## config.mk

```make
export PLATFORM = sky130hd
export DESIGN_NAME = mem_bus_arbiter
export DESIGN_NICKNAME = d
export VERILOG_FILES = /design/src/rtl/bus_pkg.sv /design/src/rtl/arb_priority_select.sv /design/src/rtl/mem_bus_arbiter.sv
export SDC_FILE = /design/constraint.sdc
export NUM_CORES = 1
export LEC_CHECK = 0
export CORE_ASPECT_RATIO = 0.75
export CORE_UTILIZATION = 42
export CTS_BUF_LIST = sky130_fd_sc_hd__clkbuf_4 sky130_fd_sc_hd__clkbuf_8 sky130_fd_sc_hd__clkbuf_16
export DETAILED_ROUTE_END_ITERATION = 7
export HOLD_SLACK_MARGIN = 0.1
export PLACE_DENSITY = 0.78
export SLEW_MARGIN = 20
export SYNTH_ARGS = -nofsm -noshare
export SYNTH_HDL_FRONTEND = slang
export SYNTH_SLANG_ARGS = --single-unit
```

## constraint.sdc

```tcl
create_clock -name clk_i -period 5.9 [get_ports clk_i]
set_clock_uncertainty 0.1 [all_clocks]
set_input_delay 0.59 -clock clk_i [delete_from_list [all_inputs] [get_ports clk_i]]
set_output_delay 0.59 -clock clk_i [all_outputs]
set_load 0.1 [all_outputs]
```

## src/rtl/bus_pkg.sv

```systemverilog
// Shared types and constants for the instruction/data memory port arbiter.
package bus_pkg;

    typedef enum logic [1:0] {
        IDLE   = 2'd0,
        BUSY_I = 2'd1,
        BUSY_D = 2'd2
    } arb_state_t;

    localparam logic [1:0] SIZE_BYTE = 2'd0;
    localparam logic [1:0] SIZE_HALF = 2'd1;
    localparam logic [1:0] SIZE_WORD = 2'd2;

endpackage

```

## src/rtl/arb_priority_select.sv

```systemverilog
// Winner selection between inst and data requesters, with a streak counter that
// bounds how many contended grants in a row the data port may take.
module arb_priority_select
    import bus_pkg::*;
#(
    parameter int STARVE_LIMIT = 4
) (
    input  logic clk_i,
    input  logic rst_i,
    input  logic inst_req_i,
    input  logic data_req_i,
    input  logic grant_en_i,
    output logic win_inst_o,
    output logic win_data_o
);

    localparam int CNT_W = $clog2(STARVE_LIMIT + 1);
    localparam logic [CNT_W-1:0] LIMIT = CNT_W'(STARVE_LIMIT);

    logic [CNT_W-1:0] streak_q, streak_d;
    logic             win_inst, win_data;

    always_comb begin
        win_inst = inst_req_i & (~data_req_i | (streak_q == LIMIT));
        win_data = data_req_i & ~win_inst;
        streak_d = streak_q;
        // Only data grants that actually made inst wait count toward the streak.
        if (grant_en_i) begin
            if (win_inst) begin
                streak_d = '0;
            end else if (win_data && inst_req_i && (streak_q != LIMIT)) begin
                streak_d = streak_q + 1'b1;
            end
        end
    end

    always_ff @(posedge clk_i or posedge rst_i) begin
        if (rst_i) begin
            streak_q <= '0;
        end else begin
            streak_q <= streak_d;
        end
    end

    assign win_inst_o = win_inst;
    assign win_data_o = win_data;

endmodule

```

## src/rtl/mem_bus_arbiter.sv

```systemverilog
// Shares one single-port memory between the core's inst and data ports: one
// outstanding access at a time, fully registered outputs, optional timeout.
module mem_bus_arbiter
    import bus_pkg::*;
#(
    parameter int ADDR_W       = 32,
    parameter int DATA_W       = 32,
    parameter int STARVE_LIMIT = 4,
    parameter int TIMEOUT      = 256
) (
    input  logic              clk_i,
    input  logic              rst_i,
    input  logic              inst_req_i,
    input  logic [ADDR_W-1:0] inst_addr_i,
    output logic              inst_gnt_o,
    output logic              inst_rvalid_o,
    output logic [DATA_W-1:0] inst_rdata_o,
    output logic              inst_err_o,
    input  logic              data_req_i,
    input  logic              data_we_i,
    input  logic              data_sign_i,
    input  logic [1:0]        data_size_i,
    input  logic [ADDR_W-1:0] data_addr_i,
    input  logic [DATA_W-1:0] data_wdata_i,
    output logic              data_gnt_o,
    output logic              data_rvalid_o,
    output logic [DATA_W-1:0] data_rdata_o,
    output logic              data_err_o,
    output logic              mem_req_o,
    output logic              mem_we_o,
    output logic              mem_sign_o,
    output logic [1:0]        mem_size_o,
    output logic [ADDR_W-1:0] mem_addr_o,
    output logic [DATA_W-1:0] mem_wdata_o,
    input  logic              mem_ready_i,
    input  logic [DATA_W-1:0] mem_rdata_i,
    output logic              busy_o
);

    localparam int TMR_W = (TIMEOUT > 1) ? $clog2(TIMEOUT) : 1;
    localparam logic [TMR_W-1:0] TMR_LAST = TMR_W'((TIMEOUT > 0) ? TIMEOUT - 1 : 0);

    arb_state_t        state_q, state_d;
    logic [TMR_W-1:0]  tmr_q, tmr_d;
    logic              mem_req_q, mem_req_d, mem_we_q, mem_we_d, mem_sign_q, mem_sign_d;
    logic [1:0]        mem_size_q, mem_size_d;
    logic [ADDR_W-1:0] mem_addr_q, mem_addr_d;
    logic [DATA_W-1:0] mem_wdata_q, mem_wdata_d;
    logic              inst_gnt_q, inst_gnt_d, data_gnt_q, data_gnt_d;
    logic              inst_rvalid_q, inst_rvalid_d, data_rvalid_q, data_rvalid_d;
    logic [DATA_W-1:0] inst_rdata_q, inst_rdata_d, data_rdata_q, data_rdata_d;
    logic              inst_err_q, inst_err_d, data_err_q, data_err_d;
    logic              win_inst, win_data, grant_en, timed_out, done;
    logic [DATA_W-1:0] rsp_data;

    assign grant_en  = (state_q == IDLE);
    assign timed_out = (TIMEOUT != 0) && (tmr_q == TMR_LAST);
    // A ready on the last allowed cycle still counts as a normal completion.
    assign done      = mem_ready_i || timed_out;
    assign rsp_data  = (mem_ready_i && !mem_we_q) ? mem_rdata_i : '0;

    arb_priority_select #(
        .STARVE_LIMIT(STARVE_LIMIT)
    ) u_select (
        .clk_i      (clk_i),
        .rst_i      (rst_i),
        .inst_req_i (inst_req_i),
        .data_req_i (data_req_i),
        .grant_en_i (grant_en),
        .win_inst_o (win_inst),
        .win_data_o (win_data)
    );

    always_comb begin
        state_d       = state_q;
        tmr_d         = tmr_q;
        mem_req_d     = mem_req_q;
        mem_we_d      = mem_we_q;
        mem_sign_d    = mem_sign_q;
        mem_size_d    = mem_size_q;
        mem_addr_d    = mem_addr_q;
        mem_wdata_d   = mem_wdata_q;
        inst_gnt_d    = 1'b0;
        data_gnt_d    = 1'b0;
        inst_rvalid_d = 1'b0;
        data_rvalid_d = 1'b0;
        inst_rdata_d  = inst_rdata_q;
        data_rdata_d  = data_rdata_q;
        inst_err_d    = inst_err_q;
        data_err_d    = data_err_q;
        case (state_q)
            IDLE: begin
                if (win_inst) begin
                    state_d     = BUSY_I;
                    tmr_d       = '0;
                    mem_req_d   = 1'b1;
                    mem_we_d    = 1'b0;
                    mem_sign_d  = 1'b0;
                    mem_size_d  = SIZE_WORD;
                    mem_addr_d  = inst_addr_i;
                    mem_wdata_d = '0;
                    inst_gnt_d  = 1'b1;
                end else if (win_data) begin
                    state_d     = BUSY_D;
                    tmr_d       = '0;
                    mem_req_d   = 1'b1;
                    mem_we_d    = data_we_i;
                    mem_sign_d  = data_sign_i;
                    mem_size_d  = data_size_i;
                    mem_addr_d  = data_addr_i;
                    mem_wdata_d = data_wdata_i;
                    data_gnt_d  = 1'b1;
                end
            end
            BUSY_I, BUSY_D: begin
                if (done) begin
                    state_d   = IDLE;
                    mem_req_d = 1'b0;
                    if (state_q == BUSY_I) begin
                        inst_rvalid_d = 1'b1;
                        inst_rdata_d  = rsp_data;
                        inst_err_d    = !mem_ready_i;
                    end else begin
                        data_rvalid_d = 1'b1;
                        data_rdata_d  = rsp_data;
                        data_err_d    = !mem_ready_i;
                    end
                end else begin
                    tmr_d = tmr_q + 1'b1;
                end
            end
            default: state_d = IDLE;
        endcase
    end

    always_ff @(posedge clk_i or posedge rst_i) begin
        if (rst_i) begin
            state_q       <= IDLE;
            tmr_q         <= '0;
            mem_req_q     <= 1'b0;
            mem_we_q      <= 1'b0;
            mem_sign_q    <= 1'b0;
            mem_size_q    <= '0;
            mem_addr_q    <= '0;
            mem_wdata_q   <= '0;
            inst_gnt_q    <= 1'b0;
            data_gnt_q    <= 1'b0;
            inst_rvalid_q <= 1'b0;
            data_rvalid_q <= 1'b0;
            inst_rdata_q  <= '0;
            data_rdata_q  <= '0;
            inst_err_q    <= 1'b0;
            data_err_q    <= 1'b0;
        end else begin
            state_q       <= state_d;
            tmr_q         <= tmr_d;
            mem_req_q     <= mem_req_d;
            mem_we_q      <= mem_we_d;
            mem_sign_q    <= mem_sign_d;
            mem_size_q    <= mem_size_d;
            mem_addr_q    <= mem_addr_d;
            mem_wdata_q   <= mem_wdata_d;
            inst_gnt_q    <= inst_gnt_d;
            data_gnt_q    <= data_gnt_d;
            inst_rvalid_q <= inst_rvalid_d;
            data_rvalid_q <= data_rvalid_d;
            inst_rdata_q  <= inst_rdata_d;
            data_rdata_q  <= data_rdata_d;
            inst_err_q    <= inst_err_d;
            data_err_q    <= data_err_d;
        end
    end

    assign inst_gnt_o    = inst_gnt_q;
    assign inst_rvalid_o = inst_rvalid_q;
    assign inst_rdata_o  = inst_rdata_q;
    assign inst_err_o    = inst_err_q;
    assign data_gnt_o    = data_gnt_q;
    assign data_rvalid_o = data_rvalid_q;
    assign data_rdata_o  = data_rdata_q;
    assign data_err_o    = data_err_q;
    assign mem_req_o     = mem_req_q;
    assign mem_we_o      = mem_we_q;
    assign mem_sign_o    = mem_sign_q;
    assign mem_size_o    = mem_size_q;
    assign mem_addr_o    = mem_addr_q;
    assign mem_wdata_o   = mem_wdata_q;
    assign busy_o        = (state_q != IDLE);

endmodule

```

==> out/results.txt, run 1 <==
Die Y: 107 um
Setup Total Neg Slack: 0 ns
max_cap viols: 0
Initial Utilization: 44.0%
crit path launch type: flop
reg2reg path depth: 7
Tcrit/Tclk final: 53.7%
die width: 142 um
CTS hold repair buffers: 0
crit end category: primary output
Clock Tree Root: clkbuf_16
Synth area leader: dfrtp_1
Synth cell types: 37
register bit total from synthesis: 152
Hold Path Sink: mem_size_o[1]
Final min period: 3.17 ns
layout cells sized above 1: 6.03%
Worst-Margin Slew: 1.07 ns
Reg2Reg Launch Point: state_q[0]
aggregate global-route resource usage: 25.4%
CTS tree: yes
setup violators final: 0
Crit Path Category: flop to primary output
Max Fanout on Critical Path: 7
unrepaired setup endpoints after global routing: false
most frequent cell after synthesis: dfrtp_1
Synth Net Count: 730
fmax: 315 MHz
drt initial violations: 362
Yosys Warn Count: 0
CTS Buf Count: 17
busiest grt layer: met2
core footprint: 0.0140 sq mm
pin count of the biggest net entering global routing: 99
Antenna diodes: 0
DPL Wire Length: 13200 um
GPL Wtd Cong: 0.889
Fillers: 1037
met1 Usage GRT: 29.7%
Reg-to-Reg End: mem_addr_o[8]
Area contributors post-synth: dfrtp_1, a22o_1, nand2_1
clock buffer depth: 2
remaining antenna violation count: 0
Post-synth EDFFs: 0
Layout Nets: 991
Seq/Total Area, Yosys: 61.6%
post-synthesis async set-or-reset flop share: 100%
Die ar.: 0.0152 sq mm
first-pass GRT wire length: 29000 um
Max-slew headroom: 28.6%
Main synth FF type: dfrtp_1
DRC Markers: 0
Max Slew Vio Count: 0
Syn Std Cell Area: 0.00618 sq mm
Worst R2R Setup Slack: 3.52 ns
Yosys top cell area share: 61.6%
hold crit path type: flop to flop
Post-CTS Setup Bufs: 0
overflow left after global routing: 0
routed vias/inst: 5.17
GR Util met2: 42.7%
H-tree Lvls: 4
Area growth syn-to-layout: 57.3%
status: finished, final reports clean
Ports: 277
mean routed wirelength per cell: 17.9 um
Synth Instances: 588
vias: 5467
WP data arrival: 2.48 ns
Sink Count: 152
Fin. Hold Viols: 0
initial antenna violation count: 0
most frequent cells after synthesis: dfrtp_1, nand2_1, a22o_1, nand3_1, nor2_1
Worst Hold Launch: mem_size_o[1]
hold path cells: 2
Avg Inst Size Synth: 10.5 sq um
worst endpoint required time: 5.21 ns
num rows: 37
Initial DRT Pass Iterations: 7
clk_lat worst skew: 0.42 ns
met3 global-route usage: 8.08%
vias in the first global route: 5493
CTS clk-pin slew, worst paths: 0.06 ns
number of gates resized after CTS: 0
port bufs: 276
Routed WL: 18900 um
registers in the layout, indices dropped and copies added (netlist names):
signal and flops:
mem_we_o 1, state_q 2, mem_addr_o 32, data_rdata_o 32, inst_rdata_o 32, u_select.streak_q 3
mem_wdata_o 32, data_gnt_o 1, inst_gnt_o 1, mem_sign_o 1, inst_rvalid_o 1, mem_size_o 2
data_rvalid_o 1, data_err_o 1, tmr_q 8, inst_err_o 1, mem_req_o 1
final cells by class:
| class | count | area [sq um] | share of cell area, % |
|---|---|---|---|
| clock buffers | 17 | 425 | 4.38 |
| flip-flops and latches | 152 | 3800 | 39.2 |
| multi-input cells | 385 | 2170 | 22.3 |
| inverters | 8 | 35.0 | 0.361 |
| repair buffers | 285 | 2850 | 29.3 |
| clock inverters | 15 | 190 | 1.96 |
| well taps | 195 | 244 | 2.51 |
logic make-up (layout without fill, tap and decap cells):
logic type	after synthesis	in the layout	synth area share, %
DFF	152	152	61.6
buffers and inverters	51	325	3.91
xor gates and xnor gates	1	1	0.142
muxes	1	1	0.162
AOI/OAI and AO/OA	127	127	15.8
adders and majority gates	5	5	1.01
and+or+nand+nor	251	251	17.4
layer usage:
layer  routed length [um]  share of wire, %  up-vias
met5                    0                 0        -
met4                  465               2.5        0
met3                 1600               8.5       31
met2                 9400                50      243
met1                 7420                39     2610
li1                     -                 -     2583
layout by cell type (no fill, tap or decap), types with 2 or more instances in the layout:
cell	Yosys	layout
a31oi_1	36	36
a21oi_1	4	4
and3_1	3	3
o21ai_2	0	2
nor2_1	39	38
nor2b_1	4	3
ha_1	5	5
o21ai_0	4	4
clkinvlp_4	0	6
nand2_1	149	149
nand3_1	46	46
o2bb2ai_1	2	2
dfrtp_1	152	152
inv_6	0	5
bufinv_16	0	3
o21ai_1	5	3
buf_4	1	8
inv_1	7	6
clkdlybuf4s50_1	0	276
a22o_1	66	66
or3_1	2	2
clkbuf_16	0	17
o211ai_1	4	4
critical path, cell delays in order, from the launching register on:
cell and delay, ns:
dfrtp_1 0.38, inv_1 0.05, ha_1 0.27, inv_1 0.19, clkdlybuf4s50_1 1.17
per-stage QoR:
| step | hold slack (ns) | worst slack, ns | util, % | area, sq um | instances |
|---|---|---|---|---|---|
| finish | 0.365 | 2.73 | 69.3 | 9710 | 1057 |
| global route | 0.394 | 2.66 | 69.3 | 9710 | 1057 |
| CTS | 0.370 | 2.72 | 69.1 | 9690 | 1056 |
| detailed placement | 0.356 | 2.70 | 64.7 | 9070 | 1024 |
| global placement | 0.351 | 2.80 | 64.7 | 9070 | 1024 |
| floorplan | 0.356 | 1.12 | - | 6180 | 588 |
how the worst max path moves through the flow:
stage / startpoint / end / slack (ns) / cells after the start
finish: state_q[0] / busy_o / 2.73 / 4
CTS: state_q[0] / busy_o / 2.72 / 4
detailed placement: inst_req_i / mem_addr_o[8] / 2.70 / 6
global route: state_q[0] / busy_o / 2.66 / 4
global placement: inst_req_i / mem_addr_o[4] / 2.80 / 6
floorplan: rst_i / data_err_o / 1.12 / 1
Power of run 1 is left out: the tool's default activity adds up to more than one toggle a clock period on the data nets, which glitch-free logic cannot reach.
==> inputs of run 2 (changes only) <==
CORE_UTILIZATION = 38   (was 42)
PLACE_DENSITY = 0.74   (was 0.78)
clock period = 2.8 ns   (was 5.9 ns; I/O delays follow)
==> out/results.txt, run 2 (synthesized netlist as in run 1, its figures left out) <==
num rows: 39
CTS clk-pin slew, worst paths: 0.07 ns
H-tree Lvls: 4
unrepaired setup endpoints after global routing: false
status: finished, final reports clean
number of gates resized after CTS: 0
Fillers: 1294
most frequent cells in the layout: dfrtp_1, nand2_1, buf_4
pin count of the biggest net entering global routing: 80
Clock Tree Root: clkbuf_16
routed vias/inst: 5.16
remaining antenna violation count: 0
Max Fanout on Critical Path: 33
Max Slew Vio Count: 0
Ports: 277
vias in the first global route: 5600
crit end category: flop
Max-slew headroom: 64.7%
Worst R2R Setup Slack: 0.59 ns
port bufs: 276
core footprint: 0.0156 sq mm
vias: 5540
Die Y: 112 um
cells along the critical path: ha_1, nand4_2, o21ba_1, nand3b_4, a22o_1
Fin. Hold Viols: 0
Crit Path Category: flop to flop
Post-CTS Setup Bufs: 0
WP data arrival: 2.42 ns
clock buffer depth: 2
Initial DRT Pass Iterations: 4
CTS tree: yes
hold crit path type: primary input to flop
fmax: 453 MHz
DPL Wire Length: 13800 um
worst path bufs/invs: 0
clk_lat worst skew: 0.42 ns
Setup Total Neg Slack: 0 ns
fin util: 60.6%
first-pass GRT wire length: 29900 um
worst endpoint required time: 3.01 ns
WHS: 0.301 ns
slowest CP cell: nand3b_4
Die ar.: 0.0168 sq mm
max_cap viols: 0
commonest non-fill, non-tap cell in the layout: dfrtp_1
Worst-Margin Slew: 0.530 ns
overflow left after global routing: 0
DRC Markers: 0
family with the most delay on the worst path: simple AND/OR/NAND/NOR gates
Final min period: 2.21 ns
design area: 0.00943 sq mm
GPL Wtd Cong: 0.863
CTS Buf Count: 17
Placed Area: 0.00882 sq mm
Area growth syn-to-layout: 52.7%
die width: 149 um
layout cells sized above 1: 22.6%
max incr delay on CP: 0.43 ns
mean routed wirelength per cell: 17.6 um
Initial Utilization: 39.7%
Layout Nets: 996
CTS hold repair buffers: 1
Routed WL: 18900 um
Sink Count: 152
drt initial violations: 262
crit path launch type: flop
aggregate global-route resource usage: 23.4%
initial antenna violation count: 0
Tcrit/Tclk final: 78.8%
setup violators final: 0
-- run 2: path summary, 6_finish.rpt --
kind | start | depth (start not counted) | endpoint
hold reg to reg | mem_size_o[1] | 2 | mem_size_o[1]
setup / recovery | tmr_q[0] | 5 | inst_rdata_o[29]
min in group asynchronous | rst_i | 3 | mem_wdata_o[23]
max in group asynchronous | rst_i | 4 | data_rdata_o[30]
hold / removal | data_wdata_i[26] | 3 | mem_wdata_o[26]
setup reg to reg | tmr_q[0] | 5 | inst_rdata_o[29]
-- run 2: final cells by class --
cell class | instances | area, sq um | area share, %
diodes | 1 | 2.50 | 0.0265
well taps | 205 | 256 | 2.72
inverters | 8 | 33.8 | 0.358
multi-input cells | 385 | 2170 | 23.0
clock buffers | 17 | 425 | 4.51
flip-flops and latches | 152 | 3800 | 40.3
clock inverters | 15 | 170 | 1.80
repair buffers | 290 | 2570 | 27.3
-- run 2: per-layer routing --
layer / global-route usage (%) / up-vias / wire (um)
met5: 0 / - / 0
met4: 12.1 / 0 / 686
met3: 6.34 / 38 / 1330
met2: 39.0 / 218 / 9330
met1: 27.9 / 2700 / 7580
li1: - / 2584 / -
-- run 2: worst register-to-register path: cells and delay by family (launching register included) --
family | cells | cell delay, ns
AOI/OAI and AO/OA | 2 | 0.66
adders and majority gates | 1 | 0.27
DFF | 1 | 0.42
and+or+nand+nor | 2 | 0.64
-- run 2: stage by stage --
| stage | std cells | setup slack (ns) |
|---|---|---|
| 3_3_place_gp | 1039 | 0.553 |
| 4_1_cts | 1072 | 0.586 |
| 2_1_floorplan | 588 | 0.503 |
| 6_report | 1073 | 0.594 |
| 5_1_grt | 1072 | 0.418 |
| 3_5_place_dp | 1039 | 0.463 |
Power of run 2 is left out for the same reason.
==> RTL change 1: new RTL, flow settings as in run 1 <==
The 3 states of `arb_state_t` get a one-hot encoding in 3 bits.
--- a/src/rtl/bus_pkg.sv
+++ b/src/rtl/bus_pkg.sv
@@ -1,10 +1,10 @@
 // Shared types and constants for the instruction/data memory port arbiter.
 package bus_pkg;
 
-    typedef enum logic [1:0] {
-        IDLE   = 2'd0,
-        BUSY_I = 2'd1,
-        BUSY_D = 2'd2
+    typedef enum logic [2:0] {
+        IDLE   = 3'b001,
+        BUSY_I = 3'b010,
+        BUSY_D = 3'b100
     } arb_state_t;
 
     localparam logic [1:0] SIZE_BYTE = 2'd0;
Function: no difference found for any inputs over 4 cycles, from zero or initial values and one cycle with rst_i high; so few cycles prove little.
==> RTL change 1 against run 1 <==
Final area down 2.4%. First-iteration DRC count rose by 8.6%. Area after synthesis decreased by 3.0%. Sequential share of layout area rose by 1.2 points. Worst setup slack better by 77 ps. Sequential cell count up 1. Routed wire length fell by 0.79%. Critical path depth decreased by 1. Highest routed layer unchanged.
Power is left out: the tool's default activity adds up to more than one toggle a clock period on the data nets, which glitch-free logic cannot reach.
==> RTL change 1: results (changes against run 1) <==
[cells_and_area]
drive_above_1_share=0.0681  ; +0.00777
finalNetCount=877  ; -12%
stdcell_count=925  ; -12%
nNonClkBuffers=283  ; -0.70%
clkbuf_count=25  ; +8
seq-cell-share=0.404  ; +0.0124
comb.multi_input.count=271  ; -30%
antenna_cells_inserted=1  ; +1

[detailed_routing]
drtPass1Iterations=5  ; -2
vias=4988  ; -8.8%

[synthesis]
ys_seq_area_frac=0.639  ; +0.0234
synth_commonest_cells=dfrtp_1 (152), a22o_1 (99), nand2_1 (44), o21ai_0 (37), mux2i_1 (33)
synthMuxAreaShare=0.0551  ; +0.0535
synthXorXnorAreaFrac=0.00146  ; +0.0000438
ys_types=41  ; +11%
synth_nets=605  ; -17%
synth_area_leaders=dfrtp_1 (63%), a22o_1 (14%), mux2i_1 (5.5%)

[placed_design]
gp_congestion=0.870  ; -2.0%
place_area_um2=8880  ; -2.1%

[critical_path]
reg2reg_to=mem_addr_o[31]
rrSetupSlack_ps=3570  ; +50 ps
r2r-start=u_select.streak_q[0]
crit_fanout=8  ; +1

[global_route]
antenna_found_initial=2  ; +2
grt_max_degree=103  ; +4.0%
grt_pass1_vias=5168  ; -5.9%
grt_pass1_wl_um=28700  ; -0.95%

[min_path]
whs_endpoint=mem_addr_o[28]
min-delay-start=mem_addr_o[28]

[timing]
min_period_over_period=0.524  ; -0.0130
whs_ps=383  ; +17.7 ps
slew-limit-headroom=0.298  ; +0.0119

[outcome]
outcome=complete, no violations

[RTL change 1: cell count changes after synthesis, moves of 5 or more]
cell,delta
a22o_1,+33
a31oi_1,-28
buf_1,-5
buf_2,-8
mux2i_1,+32
nand2_1,-105
nand3_1,-43
nor2_1,-31
o21ai_0,+33
o21ai_1,-5
[RTL change 1: logic make-up after synthesis]
kind of cell	Yosys count
and+or+nand+nor	70
AOI/OAI and AO/OA	164
DFF	153
buffers and inverters	41
adders and majority gates	3
xor gates and xnor gates	1
muxes	33
[RTL change 1: critical path, cell delays in order, from the launching register on]
cell and delay, ps:
dfstp_2 600, nor3b_4 330, inv_1 70, clkdlybuf4s50_1 990
[RTL change 1: per-layer routing]
| metal | part of all wire | track usage |
|---|---|---|
| met3 | 0.082 | 0.0836 |
| met1 | 0.41 | 0.315 |
| met4 | 0.017 | 0.104 |
| met5 | 0 | 0 |
| met2 | 0.49 | 0.427 |
==> RTL change 2: new RTL, flow settings as in run 1 <==
Made on the original files. Change the parameter `DATA_W` from 32 to 16.
--- a/src/rtl/mem_bus_arbiter.sv
+++ b/src/rtl/mem_bus_arbiter.sv
@@ -4,7 +4,7 @@
     import bus_pkg::*;
 #(
     parameter int ADDR_W       = 32,
-    parameter int DATA_W       = 32,
+    parameter int DATA_W       = 16,
     parameter int STARVE_LIMIT = 4,
     parameter int TIMEOUT      = 256
 ) (
Interface: changed (5 resized); port bits go from 277 to 197. The function was not compared with the original's and may differ.
==> RTL change 2 against run 1 <==
Final area fell by 29%. Worst setup slack improved by 85 ps. Register-to-register slack improved by 50 ps. Area after synthesis shrank 26%. Count of clock-buffer cells in the layout decreased by 8. Die area is 26% lower. Sequential cell count shrank 48. Global-route usage is 3.3 points lower. Non-clock buffer count down 86. Routed wire length is 37% lower. Largest cell class unchanged.
Power is not shown: default switching activity piles up to over one toggle a cycle in this logic, so the estimate is an artifact.
==> RTL change 2: results (changes against run 1) <==
[timing]
slew-limit-headroom=0.318  ; +0.0313
whs_ps=373  ; +8.24 ps
fmax_mhz=324  ; +2.7%

[placed_design]
hpwl_um=8660  ; -34%
dp_cells=724  ; -29%
gp_congestion=0.821  ; -7.7%
place_area_um2=6570  ; -28%
io_buffers=196  ; -29%

[min_path]
min-delay-start=mem_wdata_o[15]

[global_route]
grtUsageMet3=0.0634  ; -0.0174
track_usage=0.220  ; -0.0332
grt_pass1_vias=3804  ; -31%
grt_max_degree=74  ; -25%

[cts]
clock_latency_ps=340  ; -80 ps
cts_buffers=9  ; -8
htree_levels=3  ; -1

[cells_and_area]
n_fill_cell=825  ; -20%
register_area_um2=2600  ; -32%
drive_above_1_share=0.0646  ; +0.00424
stdcell_count=740  ; -30%

[critical_path]
cp.arrival_ps=2400  ; -80 ps
reg2reg_to=tmr_q[0]
crit_fanout=10  ; +3

[synthesis]
ys_types=51  ; +38%
synth_commonest_cells=dfrtp_1 (104), nand2_1 (82), mux2i_1 (34), o21ai_1 (34), a22o_1 (33)
synth_nets=528  ; -28%

[detailed_routing]
drtPass1Iterations=4  ; -3
drtIter0Drc=155  ; -57%
met1_length_um=5250  ; -29%
dr_wl_met3_um=899  ; -44%

[outcome]
outcome=complete, no violations

==> RTL change 2: cell count changes in the layout (fill, tap and decap cells not counted), moves of 8 or more <==
cell | run 1 | this run
clkdlybuf4s50_1 | 276 | 196
nand2_1 | 149 | 82
dfrtp_1 | 152 | 104
a31oi_1 | 36 | 2
a22o_1 | 66 | 33
mux2i_1 | 1 | 34
o21ai_1 | 3 | 33
nor2_1 | 38 | 9
nand3_1 | 46 | 25
clkbuf_16 | 17 | 9
==> RTL change 2: cell families after synthesis <==
kind of cell	Yosys count	share of synthesized area
adders and majority gates	5	0.0137
buffers and inverters	37	0.0425
muxes	35	0.0771
DFF	104	0.571
AOI/OAI and AO/OA	96	0.146
and+or+nand+nor	141	0.150
==> RTL change 2: area by class of cell <==
class | instances | area share
Sequential cell | 104 | 0.379
Timing Repair Buffer | 199 | 0.289
Multi-Input combinational cell | 277 | 0.260
Clock buffer | 9 | 0.0328
Tap cell | 136 | 0.0248
Clock inverter | 7 | 0.0102
Inverter | 8 | 0.00474
